**src/rtl/uart_xform_pkg.sv**
```systemverilog
// Shared encodings and the byte transform used by the UART transform FIFO.
// The transform is a pure function so the top can apply it at write time.
package uart_xform_pkg;

    localparam logic [1:0] MODE_PASS  = 2'd0;
    localparam logic [1:0] MODE_ROT   = 2'd1;
    localparam logic [1:0] MODE_UPPER = 2'd2;
    localparam logic [1:0] MODE_LOWER = 2'd3;

    localparam logic [7:0] ASCII_UPPER_A = 8'h41;
    localparam logic [7:0] ASCII_UPPER_Z = 8'h5A;
    localparam logic [7:0] ASCII_LOWER_A = 8'h61;
    localparam logic [7:0] ASCII_LOWER_Z = 8'h7A;
    localparam logic [7:0] CASE_OFFSET   = 8'h20;

    typedef enum logic [1:0] {
        StIdle,
        StWaitBusy,
        StWaitDone
    } tx_state_e;

    function automatic logic [7:0] xform_byte(input logic [1:0] mode,
                                              input logic [4:0] rot_n,
                                              input logic [7:0] c);
        logic       is_upper;
        logic       is_lower;
        logic [7:0] base;
        logic [5:0] rotated;
        is_upper = (c >= ASCII_UPPER_A) && (c <= ASCII_UPPER_Z);
        is_lower = (c >= ASCII_LOWER_A) && (c <= ASCII_LOWER_Z);
        base     = is_upper ? ASCII_UPPER_A : ASCII_LOWER_A;
        // Offset (0..25) plus rot_n (0..25) stays below 64, so one subtract wraps it.
        rotated  = 6'(c - base) + 6'(rot_n);
        if (rotated >= 6'd26) begin
            rotated = rotated - 6'd26;
        end
        xform_byte = c;
        case (mode)
            MODE_PASS:  xform_byte = c;
            MODE_ROT:   if (is_upper || is_lower) xform_byte = base + {2'b00, rotated};
            MODE_UPPER: if (is_lower) xform_byte = c - CASE_OFFSET;
            MODE_LOWER: if (is_upper) xform_byte = c + CASE_OFFSET;
        endcase
    endfunction

endpackage

```
**src/rtl/byte_fifo.sv**
```systemverilog
// Single-clock byte FIFO with extended pointers; occupancy is kept in a register.
// A push into a full FIFO is accepted only when a pop happens in the same cycle.
module byte_fifo #(
    parameter int unsigned DEPTH_LOG2 = 4
) (
    input  logic                  clock_12mhz,
    input  logic                  reset,
    input  logic                  push,
    input  logic                  pop,
    input  logic [7:0]            din,
    output logic [7:0]            dout,
    output logic [DEPTH_LOG2:0]   count,
    output logic                  full,
    output logic                  empty
);

    localparam int unsigned DEPTH = 2 ** DEPTH_LOG2;
    localparam logic [DEPTH_LOG2:0] PTR_ONE = 1;

    logic [7:0]          mem_q [DEPTH];
    logic [DEPTH_LOG2:0] wr_ptr_q, wr_ptr_d;
    logic [DEPTH_LOG2:0] rd_ptr_q, rd_ptr_d;
    logic [DEPTH_LOG2:0] count_q;
    logic                do_push;
    logic                do_pop;

    assign empty = (wr_ptr_q == rd_ptr_q);
    assign full  = (wr_ptr_q[DEPTH_LOG2] != rd_ptr_q[DEPTH_LOG2]) &&
                   (wr_ptr_q[DEPTH_LOG2-1:0] == rd_ptr_q[DEPTH_LOG2-1:0]);

    assign do_pop  = pop && !empty;
    assign do_push = push && (!full || do_pop);

    always_comb begin
        wr_ptr_d = wr_ptr_q;
        rd_ptr_d = rd_ptr_q;
        if (do_push) wr_ptr_d = wr_ptr_q + PTR_ONE;
        if (do_pop)  rd_ptr_d = rd_ptr_q + PTR_ONE;
    end

    always_ff @(posedge clock_12mhz) begin
        if (reset) begin
            wr_ptr_q <= '0;
            rd_ptr_q <= '0;
            count_q  <= '0;
        end else begin
            wr_ptr_q <= wr_ptr_d;
            rd_ptr_q <= rd_ptr_d;
            count_q  <= wr_ptr_d - rd_ptr_d;
        end
    end

    always_ff @(posedge clock_12mhz) begin
        if (do_push) begin
            mem_q[wr_ptr_q[DEPTH_LOG2-1:0]] <= din;
        end
    end

    assign dout  = mem_q[rd_ptr_q[DEPTH_LOG2-1:0]];
    assign count = count_q;

endmodule

```
**src/rtl/uart_xform_fifo.sv**
```systemverilog
// Buffered, mode-selectable character transform between a UART receiver and transmitter,
// with drop accounting and a transmit FSM that waits for the transmitter's busy flag.
module uart_xform_fifo #(
    parameter int unsigned DEPTH_LOG2   = 4,
    parameter int unsigned ROT_N        = 13,
    parameter int unsigned BUSY_TIMEOUT = 3
) (
    input  logic                  clock_12mhz,
    input  logic                  reset,
    input  logic [1:0]            mode,
    input  logic                  rx_valid,
    input  logic [7:0]            rx_byte,
    input  logic                  tx_busy,
    output logic                  tx_start,
    output logic [7:0]            tx_byte,
    output logic [DEPTH_LOG2:0]   count,
    output logic                  overflow,
    output logic [7:0]            drop_count
);

    import uart_xform_pkg::*;

    tx_state_e  state_q, state_d;
    logic [7:0] timer_q, timer_d;
    logic       pop;
    logic       push;
    logic       drop;
    logic [7:0] wr_byte;
    logic [7:0] fifo_dout;
    logic       fifo_full;
    logic       fifo_empty;
    logic       tx_start_q;
    logic [7:0] tx_byte_q;
    logic       overflow_q;
    logic [7:0] drop_count_q;

    // Transform at write time so later mode changes leave queued bytes alone.
    assign wr_byte = xform_byte(mode, 5'(ROT_N), rx_byte);
    assign push    = rx_valid && (!fifo_full || pop);
    assign drop    = rx_valid && fifo_full && !pop;

    byte_fifo #(
        .DEPTH_LOG2 (DEPTH_LOG2)
    ) u_fifo (
        .clock_12mhz (clock_12mhz),
        .reset       (reset),
        .push        (push),
        .pop         (pop),
        .din         (wr_byte),
        .dout        (fifo_dout),
        .count       (count),
        .full        (fifo_full),
        .empty       (fifo_empty)
    );

    always_ff @(posedge clock_12mhz) begin
        if (reset) begin
            state_q <= StIdle;
            timer_q <= '0;
        end else begin
            state_q <= state_d;
            timer_q <= timer_d;
        end
    end

    always_comb begin
        state_d = state_q;
        timer_d = timer_q;
        unique case (state_q)
            StIdle: begin
                if (pop) begin
                    state_d = StWaitBusy;
                    timer_d = '0;
                end
            end
            StWaitBusy: begin
                if (tx_busy) begin
                    state_d = StWaitDone;
                end else begin
                    // Guards against a transmitter that finishes without showing busy.
                    timer_d = timer_q + 8'd1;
                    if (timer_d == 8'(BUSY_TIMEOUT)) state_d = StIdle;
                end
            end
            StWaitDone: begin
                if (!tx_busy) state_d = StIdle;
            end
            default: state_d = StIdle;
        endcase
    end

    always_comb begin
        pop = (state_q == StIdle) && !fifo_empty && !tx_busy;
    end

    always_ff @(posedge clock_12mhz) begin
        if (reset) begin
            tx_start_q   <= 1'b0;
            tx_byte_q    <= 8'h00;
            overflow_q   <= 1'b0;
            drop_count_q <= 8'h00;
        end else begin
            tx_start_q <= pop;
            if (pop) tx_byte_q <= fifo_dout;
            if (drop) begin
                overflow_q <= 1'b1;
                if (drop_count_q != 8'hFF) drop_count_q <= drop_count_q + 8'd1;
            end
        end
    end

    assign tx_start   = tx_start_q;
    assign tx_byte    = tx_byte_q;
    assign overflow   = overflow_q;
    assign drop_count = drop_count_q;

endmodule
```
**config.mk**
```make
export PLATFORM = sky130hd
export DESIGN_NAME = uart_xform_fifo
export DESIGN_NICKNAME = d
export VERILOG_FILES = /design/src/rtl/uart_xform_pkg.sv /design/src/rtl/byte_fifo.sv /design/src/rtl/uart_xform_fifo.sv
export SDC_FILE = /design/constraint.sdc
export NUM_CORES = 1
export LEC_CHECK = 0
export BUFFER_PORTS_ARGS = -buffer_cell sky130_fd_sc_hd__buf_4
export CAP_MARGIN = 40
export CORE_ASPECT_RATIO = 2
export CORE_MARGIN = 4
export CORE_UTILIZATION = 45
export CTS_CLUSTER_DIAMETER = 100
export CTS_CLUSTER_SIZE = 40
export DETAILED_ROUTE_END_ITERATION = 16
export PLACE_DENSITY = 0.69
export RECOVER_POWER = 100
export REMOVE_ABC_BUFFERS = 1
export SETUP_SLACK_MARGIN = 0.3
export SLEW_MARGIN = 10
export SYNTH_ARGS = -nofsm -noshare
export SYNTH_HDL_FRONTEND = slang
export SYNTH_SLANG_ARGS = --single-unit
```
**constraint.sdc**
```tcl
create_clock -name clock_12mhz -period 5.7 [get_ports clock_12mhz]
set_input_delay 1.14 -clock clock_12mhz [delete_from_list [all_inputs] [get_ports clock_12mhz]]
set_output_delay 1.14 -clock clock_12mhz [all_outputs]
set_load 0.1 [all_outputs]
```
Yosys cells after proc, flatten, opt, wreduce, memory -nomap -nowiden

Memories as Yosys holds them, arrays and structs flattened. A register that Yosys moved wholly into a read port is not among the register bits.
Index checks and enable logic that the tools add are counted.
Widths: inputs -> output; s select.

Muxes and demuxes: 18
Equal/unequal tests: 14
$add $sub $neg: 11
Reduce and logical (&&, ||, !) cells: 23
$lt $le $gt $ge: 5

Operators with widths:

| kind                | number |
|---|---|
| $mux 8              | 5 |
| $pmux 8 s4          | 1 |
| $add 8x1->8 const B | 2 |
| $ge 8x7->1 const B  | 2 |
| $le 8x7->1 const B  | 2 |
| $pmux 8 s2          | 1 |
| $mux 6              | 2 |
| $add 5x1->5 const B | 2 |
| $logic_and 1x1->1   | 10 |
| $mux 5              | 2 |
| $add 7x6->8         | 1 |
| $add 8x6->8 const B | 1 |
| $eq 8x2->1 const B  | 1 |
| $mux 2              | 4 |
| $ne 8x8->1 const B  | 1 |
| $sub 8x6->8 const B | 1 |
| $add 6x4->6 const B | 1 |
| $eq 2x2->1 const B  | 3 |
| $ge 6x5->1 const B  | 1 |
| $ne 2x2->1 const B  | 3 |
| $pmux 2 s3          | 1 |
| $reduce_and 3->1    | 2 |
| $sub 6x5->6 const B | 1 |
| $sub 6x6->6         | 1 |
| other kinds (12)    | 20 |

Bits in registers: 35
Memories: 1
Bits in writable memories: 128
Input port bits: 14
Word-level logic and storage cells: 80
Output and inout bits: 23

Memories:

| name         | depth | width | read ports | clocked after Yosys merged registers in | wr ports | line            | source |
|---|---|---|---|---|---|---|---|
| u_fifo.mem_q | 16    | 8     | 1          | 1                                       | 1        | byte_fifo.sv:20 | `logic [7:0] mem_q [DEPTH];` |

Depth between registers and ports, before layout

Gate-level depths: netlist (run 1).

Depth after elaboration: 10
Depth in mapped cells: 13
Depth with buffers taken out: 13

Cells and area by module

Synthesis (run 1) repeated with hierarchy kept, for this count alone.

Cell total of the unflattened synthesis: 583
Area total of the unflattened synthesis: 8021.4 um2

Modules (own cells, without submodules):

| module          | area an instance (um2) | instances | seq. area each (um2) | cells each |
|---|---|---|---|---|
| byte_fifo       | 5875.6                 | 1         | 4144.0               | 309 |
| uart_xform_fifo | 2145.8                 | 1         | 560.5                | 274 |

Worst setup path after synthesis (run 1)

Ideal clock, no wire load.

Path type: input to register
Start point: input port rx_byte[2]
End point: memory u_fifo.mem_q[0][7], data pin
Setup slack: 1837 ps
Setup time: 291 ps
Buffers on the path: 0
Cell stages on the path: 13
Arrival: 3571 ps
Required time: 5409 ps
Cell sequence: inv_1 -> ha_1 -> nor4b_4 -> nor3_4 -> a21oi_4 -> xnor2_2 -> nor3_1 -> a21oi_1 -> nor2_1 -> ha_1 -> nor2b_1 -> o2111ai_1 -> a21oi_1

Longest elaborated chain between the ends: 10
Elaborated cells on any way between the ends: 20
Those cells by class: add/sub: 6; order compare: 5; mux: 6; reduce/logical: 3

RTL lines:

| item                                      | line                                       | source |
|---|---|---|
| start, declared                           | uart_xform_fifo.sv:12                      | `input logic [7:0] rx_byte,` |
| $ge 8x7->1 or $le 8x7->1 (tied branches)  | uart_xform_pkg.sv:29                       | `is_upper = (c >= ASCII_UPPER_A) && (c <= ASCII_UPPER_Z);` |
| $logic_and 1x1->1                         | uart_xform_pkg.sv:29                       |  |
| $mux 6                                    | uart_xform_pkg.sv:31                       | `base = is_upper ? ASCII_UPPER_A : ASCII_LOWER_A;` |
| $sub 6x6->6                               | uart_xform_pkg.sv:33                       | `rotated = 6'(c - base) + 6'(rot_n);` |
| $add 6x4->6                               | uart_xform_pkg.sv:33                       |  |
| $sub 6x5->6 or $ge 6x5->1 (tied branches) | uart_xform_pkg.sv:35, uart_xform_pkg.sv:34 |  |
| $mux 6                                    | uart_xform_pkg.sv:34                       | `if (rotated >= 6'd26) begin` |
| $add 7x6->8                               | uart_xform_pkg.sv:40                       | `MODE_ROT: if (is_upper \|\| is_lower) xform_byte = base + {2'b00, rotated};` |
| $mux 8                                    | uart_xform_pkg.sv:40                       |  |
| $pmux 8 s4 *                              | uart_xform_pkg.sv:38                       | `case (mode)` |
| via u_fifo.din[7]                         | byte_fifo.sv:10                            | `input logic [7:0] din,` |
| end, declared                             | byte_fifo.sv:20                            |  |

The timed path passes the listed nets; every way through them passes the cells marked *.

Worst setup path after layout (run 1)

Start point: input port rx_byte[2]
End point: memory u_fifo.mem_q[13][7], data pin

Same word-level chain as after synthesis.

==> impl_metrics.env, run 1 <==
export IMPL_crit_top_cell="a21oi_1"
export IMPL_crit_path_start_kind="input pin"
export IMPL_grt_max_degree=44
export IMPL_grt_overflow_total=0
export IMPL_root_buffer="clkbuf_16"
export IMPL_vias=4865
export IMPL_setup_viol=0
export IMPL_fmax_mhz=218
export IMPL_numPortBuffers=36
export IMPL_hold_buffers=0
export IMPL_cp_arrival_ps=4680
export IMPL_clock_skew_ps=5.92
export IMPL_cp_required_ps=5790
export IMPL_first_iter_violations=351
export IMPL_finalMaxSlewViolations=44
export IMPL_die_area_sq_um=19900
export IMPL_first_pass_iters=5
export IMPL_antenna_left=0
export IMPL_cts_resized_gates=0
export IMPL_yosysWarnings=0
export IMPL_wl_um=17400
export IMPL_std_cell_rows=68
export IMPL_wl_per_cell_um=20.7
export IMPL_hold_path_class="flop to flop"
export IMPL_status="complete, but fails checks"
export IMPL_max_stage_delay_ps=760
export IMPL_synth_top_cell_by_area="edfxtp_1"
export IMPL_syn_area_sq_um=7920
export IMPL_cts_tree="built"
export IMPL_peakVddDrop_uv=211
export IMPL_syn_to_final_growth_pct=11.7
export IMPL_avgViaCountPerCell=5.78
export IMPL_yosysUniqueCellTypes=66
export IMPL_violations="capacitance limit, slew limit"
export IMPL_hold_viol_final=0
export IMPL_synth_top_cells_by_area="edfxtp_1 49%, mux4_2 11%, dfxtp_1 11%"
export IMPL_p_leak_uw=0.00297
export IMPL_drc_errors=0
export IMPL_crit_path_cell_trace="clkbuf_1, inv_1, ha_1, nor4b_4, nor3_4, a21oi_1, xnor2_1, nor3_1, a21oi_1, nor2_1, ha_1, nor2b_1, o2111ai_1, a21oi_1"
export IMPL_finalSetupTns_ps=0
export IMPL_antenna_cells=0
export IMPL_endpoint_kind="flop"
export IMPL_clk_pin_slew_worst_paths_ps=60
export IMPL_finalNetCount=656
export IMPL_drive_gt1_share_pct=14.9
export IMPL_initial_core_util_pct=45.8
export IMPL_syn_area_per_cell_sq_um=13.9
export IMPL_synth_edf_count=128
export IMPL_finalCritPeriodShare_pct=80.4
export IMPL_globalplace_congestion=0.896
export IMPL_syn_inst=570
export IMPL_ys_ff_latch=171
export IMPL_dp_hpwl_um=12700
export IMPL_power_per_cell_area_nw_per_um2=344
export IMPL_antenna_found_initial=0
export IMPL_synth_common_cells="128 x edfxtp_1, 67 x nor2_1, 43 x dfxtp_1, 40 x mux4_2, 33 x nand2_1"
export IMPL_synth_top_cell_area_share_pct=48.6
export IMPL_numCtsBuffers=17
export IMPL_cts_sinks=171
export IMPL_ys_async_sr_fraction_pct=0
export IMPL_grt_pass1_vias=5005
export IMPL_cp_top_family="compound AO/OA/AOI/OAI gates"
export IMPL_insertion_delay_ps=420
export IMPL_grt_pass1_wl_um=27300
export IMPL_slowest_stage="a21oi_1"
export IMPL_io_pins=37
export IMPL_core_sq_um=17300
export IMPL_rsz0062_at_grt="false"
export IMPL_drv_cap=1
export IMPL_die_h_um=196
export IMPL_clockBufferDepth=2
export IMPL_post_cts_buffers=0
export IMPL_fin_util_pct=51.2
export IMPL_min_period_ps=4590
export IMPL_worst_slew_pin_slew_ps=1900
export IMPL_ys_seq_area_share_pct=59.4
export IMPL_crit_type="input pin to flop"
export IMPL_yosysMostFrequentCell="edfxtp_1"
export IMPL_die_width_um=102
export IMPL_ys_flop_type="edfxtp_1"
export IMPL_cts_max_level=4
export IMPL_relSlewSlack_pct=-26.9
export IMPL_timing_critical_path_buf_inv=2
export IMPL_crit_path_max_fanout=16
export IMPL_track_usage_pct=18.6
[per-layer routing]
layer,vias to the layer above,part of all wire (%),GRT usage [%]
met3,36,4.2,3.72
met2,133,58,35.1
li1,2271,-,-
met5,-,0,0
met4,0,3.6,9.22
met1,2425,34,18.5
[worst paths after layout]
check / depth (start not counted) / start / slack (ps) / to
max: 14 / rx_byte[2] / 1110 / u_fifo.mem_q[13][7]$_DFFE_PP_
min: 2 / overflow$_SDFFE_PP0P_ / 470 / overflow$_SDFFE_PP0P_
max reg2reg: 11 / u_fifo.rd_ptr_q[2]$_SDFF_PP0_ / 1530 / u_fifo.count[4]$_SDFF_PP0_
min reg2reg: 2 / overflow$_SDFFE_PP0P_ / 470 / overflow$_SDFFE_PP0P_
[worst reg2reg max path, cell delays in order (launching register included)]
cell,delay (ps)
dfxtp_1,870
xnor2_1,220
nand4_1,180
o21ai_0,710
clkbuf_1,660
nor2_1,120
xnor2_1,270
ha_1,320
a21o_1,190
a21oi_1,210
xnor3_1,250
nor2_1,100
[sequential cells by signal, indices dropped and copies added, names as in the netlist]
name,cells
drop_count,8
overflow,1
state_q,2
timer_q,8
tx_byte,8
tx_start,1
u_fifo.count,5
u_fifo.mem_q,128
u_fifo.rd_ptr_q,5
u_fifo.wr_ptr_q,5
[power breakdown]
group,internal (uW),switching [uW]
logic,197,381
clock network,617,443
registers,1390,18.1
total,2200,842
[metrics by stage]
step / cells / cell area [sq um] / setup WS, ps / hold WS [ps] / power (uW)
finish: 842 / 8840 / 1110 / 474 / 3040
global route: 842 / 8840 / 682 / 518 / 3180
CTS: 841 / 9050 / 1580 / 480 / 3100
detailed placement: 809 / 8490 / 1150 / 470 / 2040
global placement: 795 / 8380 / 1290 / 452 / 2030
floorplan: 544 / 7790 / 1670 / 462 / 1890
[placed cells by master, fill, tap and decap left out, types with 4 or more instances in the layout]
cell / instances
mux4_2: 40
a21o_1: 6
ha_1: 22
edfxtp_1: 128
nand3_1: 15
xor2_1: 8
dfxtp_1: 42
clkbuf_1: 43
buf_4: 13
nor2b_1: 8
or3_1: 5
nand2_1: 33
mux2i_1: 11
and3_1: 5
nor3_1: 13
o21ai_0: 16
nor4_1: 4
a21oi_1: 17
clkbuf_16: 18
nor2_1: 67
inv_1: 17
a31oi_1: 6
xnor2_1: 21
clkinv_2: 5
nand4_1: 7
[cells by family (layout without fill, tap and decap cells)]
| logic type | Yosys count | after routing | synth area share, % |
|---|---|---|---|
| buffers and inverters | 43 | 105 | 2.37 |
| flip-flops | 171 | 171 | 59.4 |
| AO/OA/AOI/OAI | 78 | 78 | 7.29 |
| adder cells (fa/ha/maj) | 23 | 23 | 3.73 |
| XOR/XNOR | 30 | 30 | 3.59 |
| multiplexers | 52 | 52 | 12.9 |
| AND/OR/NAND/NOR | 173 | 173 | 10.7 |
[cell type report]
cell class | instances | area (sq um)
fillers | 1496 | 8430
inverters | 17 | 63.8
clock buffers | 22 | 497
clock inverters | 10 | 63.8
repair buffers | 56 | 259
well taps | 210 | 263
flip-flops and latches | 171 | 4710
multi-input cells | 356 | 2990
Note: power is estimated with default switching activity, not from simulation.
==> run 2: changes to the inputs <==
--- a/config.mk
+++ b/config.mk
@@ -13,7 +13,7 @@
 export CTS_CLUSTER_DIAMETER = 100
 export CTS_CLUSTER_SIZE = 40
 export DETAILED_ROUTE_END_ITERATION = 16
-export PLACE_DENSITY = 0.69
+export PLACE_DENSITY = 0.72
 export RECOVER_POWER = 100
 export REMOVE_ABC_BUFFERS = 1
 export SETUP_SLACK_MARGIN = 0.3
==> constraint.sdc (replaced) <==
create_clock -name clock_12mhz -period 4.1 [get_ports clock_12mhz]
set_input_delay 0.82 -clock clock_12mhz [delete_from_list [all_inputs] [get_ports clock_12mhz]]
set_output_delay 0.82 -clock clock_12mhz [all_outputs]
set_load 0.1 [all_outputs]
==> impl_metrics.env, run 2 (synthesized netlist as in run 1, its figures left out) <==
export IMPL_avgViaCountPerCell=5.83
export IMPL_crit_type="input pin to flop"
export IMPL_finalCritPeriodShare_pct=86.5
export IMPL_fin_area_sq_um=8960
export IMPL_initial_core_util_pct=45.8
export IMPL_wl_per_cell_um=20.9
export IMPL_post_cts_buffers=0
export IMPL_dp_hpwl_um=12700
export IMPL_power_per_cell_area_nw_per_um2=481
export IMPL_die_h_um=196
export IMPL_std_cell_rows=68
export IMPL_hold_viol_final=0
export IMPL_die_width_um=102
export IMPL_endpoint_kind="flop"
export IMPL_worst_slew_pin_slew_ps=1810
export IMPL_numCtsBuffers=17
export IMPL_status="complete, but fails checks"
export IMPL_cts_resized_gates=0
export IMPL_syn_to_final_growth_pct=13.2
export IMPL_die_area_sq_um=19900
export IMPL_numPortBuffers=36
export IMPL_drc_errors=0
export IMPL_vias=5007
export IMPL_cts_sinks=171
export IMPL_grt_max_degree=44
export IMPL_drv_cap=1
export IMPL_hold_ws_ps=500
export IMPL_antenna_cells=0
export IMPL_relSlewSlack_pct=-21.0
export IMPL_cts_max_level=4
export IMPL_insertion_delay_ps=420
export IMPL_finalMaxSlewViolations=44
export IMPL_clockBufferDepth=2
export IMPL_globalplace_congestion=0.917
export IMPL_fmax_mhz=282
export IMPL_grt_pass1_wl_um=28300
export IMPL_grt_overflow_total=0
export IMPL_first_iter_violations=420
export IMPL_violations="capacitance limit, slew limit"
export IMPL_mostFrequentLayoutCells="128 x edfxtp_1, 67 x nor2_1, 45 x clkbuf_1, 42 x dfxtp_1, 40 x mux4_2"
export IMPL_first_pass_iters=7
export IMPL_wl_um=18000
export IMPL_setup_viol=0
export IMPL_hold_buffers=0
export IMPL_finalNetCount=673
export IMPL_cp_required_ps=4260
export IMPL_placed_area_sq_um=8600
export IMPL_power_uw=4310
export IMPL_cts_tree="built"
export IMPL_io_pins=37
export IMPL_cp_arrival_ps=3700
export IMPL_core_sq_um=17300
export IMPL_crit_path_max_fanout=14
export IMPL_crit_path_start_kind="input pin"
export IMPL_fin_util_pct=51.9
export IMPL_p_leak_uw=0.00303
export IMPL_grt_pass1_vias=5200
export IMPL_drive_gt1_share_pct=16.9
export IMPL_largest_reg_flops=128
export IMPL_antenna_found_initial=0
export IMPL_min_period_ps=3550
export IMPL_clk_pin_slew_worst_paths_ps=70
export IMPL_clock_skew_ps=13.0
export IMPL_antenna_left=0
export IMPL_track_usage_pct=19.0
export IMPL_root_buffer="clkbuf_16"
export IMPL_peakVddDrop_uv=309
export IMPL_finalSetupTns_ps=0
export IMPL_rsz0062_at_grt="false"
export IMPL_layout_commonest_cell="edfxtp_1"
export IMPL_hold_path_class="flop to flop"
-- run 2: cell count changes in the layout (fill, tap and decap cells not counted), sizes merged --
cell	previous run	this run
inv	18	26
clkinv	9	4
clkbuf	65	63
clkinvlp	0	2
buf	13	27
-- run 2: path summary, 6_finish.rpt --
kind	startpoint	endpoint	slack [ps]	cells past startpoint
min reg2reg	timer_q[7]$_SDFFE_PP0P_	timer_q[7]$_SDFFE_PP0P_	500	2
min	timer_q[7]$_SDFFE_PP0P_	timer_q[7]$_SDFFE_PP0P_	500	2
max	rx_byte[2]	u_fifo.mem_q[10][2]$_DFFE_PP_	550	15
max reg2reg	u_fifo.wr_ptr_q[2]$_SDFF_PP0_	u_fifo.count[4]$_SDFF_PP0_	650	11
-- run 2: through the flow --
step                worst slack [ps]  std cells
floorplan                       71.2        544
global placement                 239        824
detailed placement               236        826
CTS                              672        858
global route                     284        859
finish                           554        859
-- run 2: area by class of cell --
| class | count | area, sq um |
|---|---|---|
| clock buffers | 17 | 425 |
| clock inverters | 15 | 148 |
| fillers | 1469 | 8310 |
| inverters | 17 | 63.8 |
| multi-input cells | 356 | 2980 |
| flip-flops and latches | 171 | 4710 |
| well taps | 210 | 263 |
| repair buffers | 73 | 377 |
-- run 2: worst max-delay path, cell delays in order --
cell	delay, ps
buf_4	130
inv_1	80
ha_1	220
nor4b_4	140
nor3_1	230
a21oi_1	150
xnor2_1	270
clkbuf_1	240
nor2_1	90
xnor2_1	150
ha_1	230
a211oi_1	220
o21ai_0	130
o211ai_1	180
clkbuf_1	430
-- run 2: layer usage --
layer	vias to the layer above	global-route usage, %	routed length (um)
met3	46	3.11	698
met4	0	9.47	762
met5	-	0	0
met2	172	35.1	10100
li1	2316	-	-
met1	2473	20.1	6410
-- run 2: power breakdown --
part / internal, uW / total (uW) / switching, uW
Sequential: 1930 / 1950 / 26.3
Combinational: 286 / 825 / 539
Clock: 812 / 1530 / 722
